### src/rtl/uart_rx_axis_fifo_if.sv
// AXI-Stream bundle carrying received UART words out of uart_rx_axis_fifo.
//   tdata  : received word, LSB = first data bit on the line
//   tuser  : [0] parity error, [1] framing error, [2] break
//   tvalid : word available
//   tready : consumer accept
interface uart_rx_axis_fifo_if #(
  parameter int DATA_BITS = 8
);
  logic [DATA_BITS-1:0] tdata;
  logic [2:0]           tuser;
  logic                 tvalid;
  logic                 tready;

  modport master (output tdata, output tuser, output tvalid, input tready);
  modport slave  (input tdata, input tuser, input tvalid, output tready);
endinterface

### src/rtl/uart_rx_axis_fifo.sv
// UART receiver with 3-sample majority vote, 5..9 data bits, optional
// parity, 1/2 stop bits, framing/break detection and a first-word-fall-
// through FIFO drained over AXI-Stream with full backpressure.
//   aclk, aresetn : clock, synchronous active-low reset
//   rx            : asynchronous serial line, idle high
//   m             : AXI-Stream master (tdata/tuser/tvalid/tready)
//   overrun       : one-cycle pulse when a completed word is dropped (FIFO full)
//   fifo_level    : number of words currently stored
module uart_rx_axis_fifo #(
  parameter int CLK_FREQ    = 100,
  parameter int BIT_RATE    = 115200,
  parameter int DATA_BITS   = 8,
  parameter int PARITY      = 0,
  parameter int STOP_BITS   = 1,
  parameter int FIFO_DEPTH  = 16,
  parameter int SYNC_STAGES = 2
) (
  input  logic                             aclk,
  input  logic                             aresetn,
  input  logic                             rx,
  uart_rx_axis_fifo_if.master              m,
  output logic                             overrun,
  output logic [$clog2(FIFO_DEPTH+1)-1:0]  fifo_level
);

  localparam int CPB = (CLK_FREQ * 1000000) / BIT_RATE;
  localparam int H   = CPB / 2;
  localparam int CW  = (CPB > 1) ? $clog2(CPB) : 1;
  localparam int BW  = $clog2(DATA_BITS);
  localparam int LW  = $clog2(FIFO_DEPTH + 1);
  localparam int PW  = $clog2(FIFO_DEPTH);
  localparam int EW  = DATA_BITS + 3;

  typedef enum logic [2:0] {
    IDLE,
    START,
    DATA,
    PAR,
    STOP,
    WAIT_HIGH
  } state_t;

  // ---------------- synchroniser and edge detect ----------------
  logic [SYNC_STAGES-1:0] sync_q;
  logic                   rx_s;
  logic                   rx_prev;
  logic                   fall;

  always_ff @(posedge aclk) begin
    if (!aresetn) begin
      sync_q  <= '0;
      rx_prev <= 1'b0;
    end else begin
      sync_q  <= {sync_q[SYNC_STAGES-2:0], rx};
      rx_prev <= rx_s;
    end
  end

  assign rx_s = sync_q[SYNC_STAGES-1];
  assign fall = rx_prev & ~rx_s;

  // ---------------- receiver FSM ----------------
  state_t               state, state_d;
  logic [CW-1:0]        cnt, cnt_d;
  logic [BW-1:0]        bit_idx, bit_d;
  logic                 stop_idx, stop_d;
  logic [DATA_BITS-1:0] shreg, sh_d;
  logic                 perr, perr_d;
  logic                 ferr, ferr_d;
  logic                 par_bit, par_d;
  logic                 samp_a, samp_b;
  logic                 maj;
  logic                 at_h1, at_wrap;
  logic                 push;
  logic                 brk;
  logic [EW-1:0]        push_word;

  assign at_h1   = (cnt == CW'(H + 1));
  assign at_wrap = (cnt == CW'(CPB - 1));
  // Samples at H-1 and H are registered; the H+1 sample is the live line.
  assign maj     = (samp_a & samp_b) | (samp_a & rx_s) | (samp_b & rx_s);

  always_ff @(posedge aclk) begin
    if (!aresetn) begin
      state    <= IDLE;
      cnt      <= '0;
      bit_idx  <= '0;
      stop_idx <= 1'b0;
      shreg    <= '0;
      perr     <= 1'b0;
      ferr     <= 1'b0;
      par_bit  <= 1'b0;
      samp_a   <= 1'b0;
      samp_b   <= 1'b0;
    end else begin
      state    <= state_d;
      cnt      <= cnt_d;
      bit_idx  <= bit_d;
      stop_idx <= stop_d;
      shreg    <= sh_d;
      perr     <= perr_d;
      ferr     <= ferr_d;
      par_bit  <= par_d;
      if (cnt == CW'(H - 1)) samp_a <= rx_s;
      if (cnt == CW'(H))     samp_b <= rx_s;
    end
  end

  always_comb begin
    state_d   = state;
    cnt_d     = cnt;
    bit_d     = bit_idx;
    stop_d    = stop_idx;
    sh_d      = shreg;
    perr_d    = perr;
    ferr_d    = ferr;
    par_d     = par_bit;
    push      = 1'b0;
    brk       = 1'b0;
    push_word = '0;

    if (state != IDLE && state != WAIT_HIGH)
      cnt_d = at_wrap ? '0 : cnt + CW'(1);

    case (state)
      IDLE: begin
        if (fall) begin
          state_d = START;
          cnt_d   = '0;
          bit_d   = '0;
          stop_d  = 1'b0;
          perr_d  = 1'b0;
          ferr_d  = 1'b0;
          par_d   = 1'b0;
        end
      end
      START: begin
        if (at_h1 && maj) begin
          state_d = IDLE;
          cnt_d   = '0;
        end else if (at_wrap) begin
          state_d = DATA;
        end
      end
      DATA: begin
        if (at_h1) sh_d = {maj, shreg[DATA_BITS-1:1]};
        if (at_wrap) begin
          if (bit_idx == BW'(DATA_BITS - 1)) begin
            bit_d   = '0;
            state_d = (PARITY != 0) ? PAR : STOP;
          end else begin
            bit_d = bit_idx + BW'(1);
          end
        end
      end
      PAR: begin
        if (at_h1) begin
          par_d  = maj;
          perr_d = (PARITY == 1) ? ~(^shreg ^ maj) : (^shreg ^ maj);
        end
        if (at_wrap) state_d = STOP;
      end
      STOP: begin
        if (at_h1) begin
          if (!maj) ferr_d = 1'b1;
          // The word is committed mid-way through the last stop bit so the
          // receiver can resync on a start bit that follows early.
          if (stop_idx == 1'(STOP_BITS - 1)) begin
            push      = 1'b1;
            brk       = (shreg == '0) && !par_bit && !maj;
            push_word = {brk, ferr_d, perr, shreg};
            state_d   = brk ? WAIT_HIGH : IDLE;
            cnt_d     = '0;
          end
        end else if (at_wrap) begin
          stop_d = stop_idx + 1'b1;
        end
      end
      WAIT_HIGH: begin
        if (rx_s) state_d = IDLE;
      end
      default: state_d = IDLE;
    endcase
  end

  // ---------------- FIFO ----------------
  logic [EW-1:0] mem [FIFO_DEPTH];
  logic [PW-1:0] wptr, rptr;
  logic [LW-1:0] level;
  logic          full, empty, pop, push_ok;

  assign full    = (level == LW'(FIFO_DEPTH));
  assign empty   = (level == '0);
  assign pop     = !empty && m.tready;
  assign push_ok = push && (!full || pop);

  always_ff @(posedge aclk) begin
    if (aresetn && push_ok) mem[wptr] <= push_word;
  end

  always_ff @(posedge aclk) begin
    if (!aresetn) begin
      wptr    <= '0;
      rptr    <= '0;
      level   <= '0;
      overrun <= 1'b0;
    end else begin
      if (push_ok) wptr <= wptr + PW'(1);
      if (pop)     rptr <= rptr + PW'(1);
      case ({push_ok, pop})
        2'b10:   level <= level + LW'(1);
        2'b01:   level <= level - LW'(1);
        default: level <= level;
      endcase
      overrun <= push && !push_ok;
    end
  end

  assign m.tvalid             = !empty;
  assign {m.tuser, m.tdata}   = empty ? '0 : mem[rptr];
  assign fifo_level           = level;

endmodule

### src/flat_wrapper.sv
// flat-port wrapper written by rule: the top's interface ports become plain ports
module uart_rx_axis_fifo_flat 
#(
  parameter int CLK_FREQ    = 100,
  parameter int BIT_RATE    = 115200,
  parameter int DATA_BITS   = 8,
  parameter int PARITY      = 0,
  parameter int STOP_BITS   = 1,
  parameter int FIFO_DEPTH  = 16,
  parameter int SYNC_STAGES = 2
)
  (aclk, aresetn, rx, overrun, fifo_level, m_tdata, m_tuser, m_tvalid, m_tready);
  uart_rx_axis_fifo_if #(.DATA_BITS(DATA_BITS)) m_i ();
  input  logic aclk;
  input  logic aresetn;
  input  logic rx;
  output logic overrun;
  output logic [$clog2(FIFO_DEPTH+1)-1:0] fifo_level;
  output wire logic [$bits(m_i.tdata)-1:0] m_tdata;
  output wire logic [$bits(m_i.tuser)-1:0] m_tuser;
  output wire logic [$bits(m_i.tvalid)-1:0] m_tvalid;
  input wire logic [$bits(m_i.tready)-1:0] m_tready;
  assign m_tdata = m_i.tdata;
  assign m_tuser = m_i.tuser;
  assign m_tvalid = m_i.tvalid;
  assign m_i.tready = m_tready;
  uart_rx_axis_fifo #(.CLK_FREQ(CLK_FREQ), .BIT_RATE(BIT_RATE), .DATA_BITS(DATA_BITS), .PARITY(PARITY), .STOP_BITS(STOP_BITS), .FIFO_DEPTH(FIFO_DEPTH), .SYNC_STAGES(SYNC_STAGES)) u_core (.aclk(aclk), .aresetn(aresetn), .rx(rx), .m(m_i), .overrun(overrun), .fifo_level(fifo_level));
endmodule
### config.mk
export PLATFORM = sky130hd
export DESIGN_NAME = uart_rx_axis_fifo_flat
export DESIGN_NICKNAME = d
export VERILOG_FILES = /design/src/rtl/uart_rx_axis_fifo_if.sv /design/src/rtl/uart_rx_axis_fifo.sv /design/src/flat_wrapper.sv
export SDC_FILE = /design/constraint.sdc
export NUM_CORES = 1
export LEC_CHECK = 0
export CORE_UTILIZATION = 55
export DETAILED_ROUTE_END_ITERATION = 8
export PLACE_DENSITY = 0.72
export RECOVER_POWER = 50
export SYNTH_ARGS = -nofsm -noshare
export SYNTH_HDL_FRONTEND = slang
export SYNTH_SLANG_ARGS = --single-unit
export TNS_END_PERCENT = 20
### constraint.sdc
create_clock -name aclk -period 4.92 [get_ports aclk]
set_input_delay 1.23 -clock aclk [delete_from_list [all_inputs] [get_ports aclk]]
set_output_delay 1.23 -clock aclk [all_outputs]
set_load 0.01 [all_outputs]
# After elaboration in Yosys (flattened, before gate mapping)

Memory sizes are Yosys's and may differ from the RTL's. A register that Yosys moved wholly into a read port is not among the register bits.
Cells that the tools add are included.

Equality and inequality tests: 25
Bitwise logic cells: 8
Multiplexer cells: 45
Reduce and logical (&&, ||, !) cells: 29
Add/subtract/negate cells: 7

Operators by type and width:

| cell                                                                    | number |
|---|---|
| 10-bit two-way mux                                                      | 6 |
| 11-bit two-way mux                                                      | 4 |
| 3-bit two-way mux                                                       | 13 |
| 10-bit by 9-bit == test with 1-bit output, second input constant        | 3 |
| 10-bit one-hot mux with 3 select lines                                  | 1 |
| 3-bit one-hot mux with 6 select lines                                   | 1 |
| 2-bit by 1-bit inequality test with 1-bit output, second input constant | 8 |
| 1-bit two-way mux                                                       | 12 |
| 10-bit by 1-bit adder with 10-bit output, second input constant         | 1 |
| 10-bit == test, second input constant                                   | 1 |
| 5-bit one-hot mux with 2 select lines                                   | 1 |
| 3-bit == test, second input constant                                    | 3 |
| 3-bit AND reduction                                                     | 3 |
| 4-bit by 1-bit adder with 4-bit output, second input constant           | 2 |
| 1-bit logical AND                                                       | 8 |
| 8-bit zero test                                                         | 1 |
| 4-bit two-way mux                                                       | 2 |
| 1-bit one-hot mux with 2 select lines                                   | 4 |
| 8-bit AND reduction                                                     | 1 |
| 2-bit nonzero test                                                      | 4 |
| 8-bit parity                                                            | 1 |
| 3-bit by 2-bit == test with 1-bit output, second input constant         | 2 |
| 3-bit one-hot mux with 2 select lines                                   | 1 |
| 5-bit by 1-bit adder with 5-bit output, second input constant           | 1 |
| 21 further kinds                                                        | 30 |

Input bits: 4
Memory bits (writable): 176
Register bits after elaboration: 47
Memories: 1
Logic and storage cells: 131

Memories:

| name       | depth | width | read ports | clocked after Yosys merged registers in | wr ports | RTL line                 | text |
|---|---|---|---|---|---|---|---|
| u_core.mem | 16    | 11    | 1          | 1                                       | 1        | uart_rx_axis_fifo.sv:187 | `logic [EW-1:0] mem [FIFO_DEPTH];` |

# Depth between registers and ports, before layout

Depth after elaboration: 9
Mapped depth: 11

# Worst setup path before layout

Ideal clock, no wire load.

Kind: input to register
Start: input m_tready
End: register u_core.level[4] (netlist: u_core.fifo_level[4])
Arrival time: 3.288 ns
Setup slack: 1.513 ns
Required time: 4.800 ns
Stages: 10
Buffers on the path: 0
Path through: inv_1 a21oi_1 and2_1 inv_1 fa_1 nor2b_1 o21ai_0 and3_1 a32o_1 o31a_1

Word-level cells in the longest chain between the ends: 5
Elaborated cells between the ends (all ways): 7

RTL lines:

| item                                                                        | RTL line                 | text |
|---|---|---|
| from (decl)                                                                 | flat_wrapper.sv:22       | `input wire logic [$bits(m_i.tready)-1:0] m_tready;` |
| 1-bit logical AND *                                                         | uart_rx_axis_fifo.sv:194 | `assign pop = !empty && m.tready;` |
| 1-bit logical OR                                                            | uart_rx_axis_fifo.sv:195 | `assign push_ok = push && (!full \|\| pop);` |
| 1-bit logical AND                                                           | uart_rx_axis_fifo.sv:195 |  |
| 2-bit by 1-bit == test with 1-bit output or 2-bit == test (tied branches)   | uart_rx_axis_fifo.sv:210 | `case ({push_ok, pop})` |
| 5-bit one-hot mux with 2 select lines or 2-bit nonzero test (tied branches) | --                       |  |
| to (signal assigned)                                                        | uart_rx_axis_fifo.sv:211 | `2'b10: level <= level + LW'(1);` |
| to (signal assigned)                                                        | uart_rx_axis_fifo.sv:212 | `2'b01: level <= level - LW'(1);` |
| to (signal assigned)                                                        | uart_rx_axis_fifo.sv:213 | `default: level <= level;` |
| to (decl)                                                                   | uart_rx_axis_fifo.sv:189 | `logic [LW-1:0] level;` |

Mark *: on every way between the ends. The rest lies on a longest branch, timed or not.
A chain may end at the register's enable or synchronous reset.

==> run_results.csv <==
group,metric,value,unit
layout,multiInputGateArea,3110,um^2
logic_synthesis,synth_common_cells,"edfxtp_1 (176), dfxtp_1 (51), nor2_1 (40)",
power_and_ir_drop,p_sw_frac,0.193,
critical_path,crit_chain,"buf_4 > mux4_1 > mux4_2 > and2_1 > clkdlybuf4s50_1",
sta,timing.setup.tns,0,ns
floorplanning,die_h,134,um
clock_tree,htreeDepth,1,
critical_path,crit_arrival,3.02,ns
critical_path,crit_path_top_delay_cell,"dfxtp_2",
clock_tree,post_cts_resized,0,
critical_path,cp_max_fo,22,
placement,portBuffers,21,
layout,fin_nets,663,
power_and_ir_drop,p_comb_frac,0.021,
routing,drc,0,
critical_path,worstSetupStartpointType,"flip-flop",
logic_synthesis,synth.most_common_cell,"edfxtp_1",
floorplanning,die_area,18000,um^2
routing,wl,19.2,mm
sta,finalSetupViolations,0,
placement,gp_congestion,0.793,
sta,drv_slew,45,
routing,dr.pass1.iters,4,
clock_tree,hold_buffers,0,
sta,fmax,0.235,GHz
grt,overflow,0,
critical_path,crit_family,"buffers and inverters",
critical_path,critPathBufInv,2,
clock_tree,cts_buffers,24,
worst_hold_path,hold_class,"flip-flop to flip-flop",
layout,syn_to_final_growth,13.4,%
power_and_ir_drop,p_per_area,354,nW/um^2
logic_synthesis,synth_edf_count,176,
clock_tree,worst_skew_pair.late_latency,0.51,ns
outcome,status,"finished with violations",
floorplanning,start_util,0.572,
sta,relSlewSlack,-0.0473,
logic_synthesis,synth_top_area_cell,"edfxtp_1",
grt,grt.total_usage,0.223,
sta,fin_skew,0.0137,ns
floorplanning,placementRows,47,
logic_synthesis,synthCells,598,
floorplanning,die_w,134,um
logic_synthesis,async_reset_ff_frac,0,
power_and_ir_drop,max-vdd-ir-drop,0.235,mV
floorplanning,core,16800,um^2
worst_hold_path,holdPathStages,1,
clock_tree,cts.sinks,227,
critical_path,reg2reg_depth,12,
logic_synthesis,syn_area_per_cell,16.1,um^2
sta,final_hold_viol_count,0,
flow_run,max-cap-violations,1,
logic_synthesis,synth-main-ff-cell,"edfxtp_1",
placement,dp_hpwl,12.1,mm
critical_path,max_stage_delay,0.71,ns
sta,min_period_over_period,0.864,
floorplanning,io_pins,22,
logic_synthesis,ys_warn_count,0,
clock_tree,root_buffer,"clkbuf_16",
routing,viasPerCell,5.92,
grt,grt_pass1_vias,5363,
layout,antenna_cells,0,
clock_tree,path_clk_slew,0.06,ns
power_and_ir_drop,power_frac_seq,0.535,
clock_tree,clock_path_buffers,3,
sta,fin_crit,4.25,ns
grt,antenna_found_initial,0,
layout,seqCellArea,6310,um^2
logic_synthesis,ys_top_cells_by_area,"edfxtp_1 (55%), dfxtp_1 (11%), mux4_2 (8.0%), mux4_1 (5.7%), ha_1 (2.2%)",
routing,first_iter_violations,344,
power_and_ir_drop,power.share.clock,0.444,
outcome,violations,"capacitance limit, slew limit",
power_and_ir_drop,p_sw,745,uW
critical_path,worstPathRequired,3.69,ns
logic_synthesis,synth.distinct_cells,51,
critical_path,crit_cells,5,
sta,worst-slew-pin-transition,1.57,ns
logic_synthesis,yosys_register_bits,227,
routing,ant_nets,0,
clock_tree,cts_tree,"built",
layout,num-fill-cells,1152,
sta,grt_setup_unrepaired,"false",
logic_synthesis,synth_top_cell_area_share,0.550,
routing,vias,5202,
sta,whs,0.430,ns
layout,drive_above_1_share,0.144,
clock_tree,cts_setup_buffers,0,
power_and_ir_drop,leakage,0.00409,uW
logic_synthesis,netlist_area,9620,um^2
grt,grt_pass1_wl,30.0,mm
grt,grt_max_degree,45,
critical_path,criticalPathCategory,"flip-flop to primary output",
logic_synthesis,ys_seq_area_frac,0.656,
power_and_ir_drop,internal_power,3110,uW
critical_path,crit_path_end_kind,"primary output",
routing,wire_per_inst,21.9,um
logic_synthesis,syn_nets,620,
-- layout make-up --
type | instances | share of cell area
tap | 220 | 0.0252
clock inverter | 10 | 0.00883
clock buffer | 34 | 0.0604
inverter | 21 | 0.00723
timing repair buffer | 43 | 0.0349
sequential | 227 | 0.578
multi-input combinational | 324 | 0.285
-- path summary, 6_finish.rpt --
| check | startpoint | to | slack [ns] |
|---|---|---|---|
| worst max-delay path | flip-flop | m_tdata[0] | 0.67 |
| worst min-delay path | u_core.sync_q[0]$_SDFF_PN0_ | u_core.sync_q[1]$_SDFF_PN0_ | 0.43 |
| worst max register to register | u_core.cnt[0]$_SDFF_PN0_ | u_core.fifo_level[4]$_SDFFE_PN0P_ | 1.61 |
| worst min register to register | u_core.sync_q[0]$_SDFF_PN0_ | u_core.sync_q[1]$_SDFF_PN0_ | 0.43 |
-- cells in the final DEF (no fill, tap or decap), types with 3 or more instances in the layout --
cell type / count
mux2i_1: 13
mux4_2: 34
nand3_1: 23
clkbuf_1: 11
and3_1: 3
nand2b_1: 7
xnor2_1: 18
dlygate4sd3_1: 3
clkdlybuf4s50_1: 18
nor3_2: 6
and2_0: 9
a21oi_1: 7
o21ai_0: 10
a211oi_1: 3
inv_1: 20
dfxtp_1: 49
xor2_1: 5
nor3_1: 3
nand4_1: 9
and2_1: 21
nor2_1: 40
ha_1: 17
clkbuf_16: 25
nand2_1: 31
buf_4: 19
clkinv_1: 7
edfxtp_1: 176
mux4_1: 21
nor2b_1: 10
a21boi_0: 6
-- flip-flops by register name (all words and copies together) (netlist names), 2 cells and up, named ones only --
signal / count
u_core.shreg: 8
u_core.sync_q: 2
u_core.fifo_level: 5
u_core.rptr: 4
u_core.cnt: 10
u_core.mem: 176
u_core.state: 3
u_core.wptr: 4
u_core.bit_idx: 3
-- metrics by stage --
stage	setup WS, ns	power [uW]	cells	util	cell area (um^2)
CTS	0.612	3890	879	0.649	10900
global placement	1.22	2180	835	0.604	10200
floorplan	1.51	2170	598	-	9620
finish	0.669	3860	879	0.649	10900
global route	0.532	3980	879	0.649	10900
detailed placement	1.16	2190	835	0.604	10200
-- power by group through the flow --
stage / Combinational [uW] / Sequential, uW / Clock [uW]
floorplan: 72.2 / 2090 / 0
global placement: 78.6 / 2100 / 0
detailed placement: 82.2 / 2100 / 0
CTS: 83.6 / 2060 / 1740
global route: 93.9 / 2060 / 1820
finish: 82.6 / 2060 / 1710
-- kinds of logic after synthesis --
group / after synthesis / synth area share
AO/OA/AOI/OAI: 32 / 0.0208
buffers and inverters: 47 / 0.0229
flip-flops: 227 / 0.656
XOR/XNOR: 23 / 0.0209
multiplexers: 69 / 0.153
AND/OR/NAND/NOR: 181 / 0.101
adder cells (fa/ha/maj): 19 / 0.0254
-- per-layer routing --
layer	vias to the layer above	GRT usage	part of all wire
met2	140	0.412	0.53
met4	0	0.0737	0.030
met1	2632	0.267	0.39
met5	-	0	0
li1	2391	-	-
met3	39	0.0340	0.045
Power figures use the tool's default switching activity.
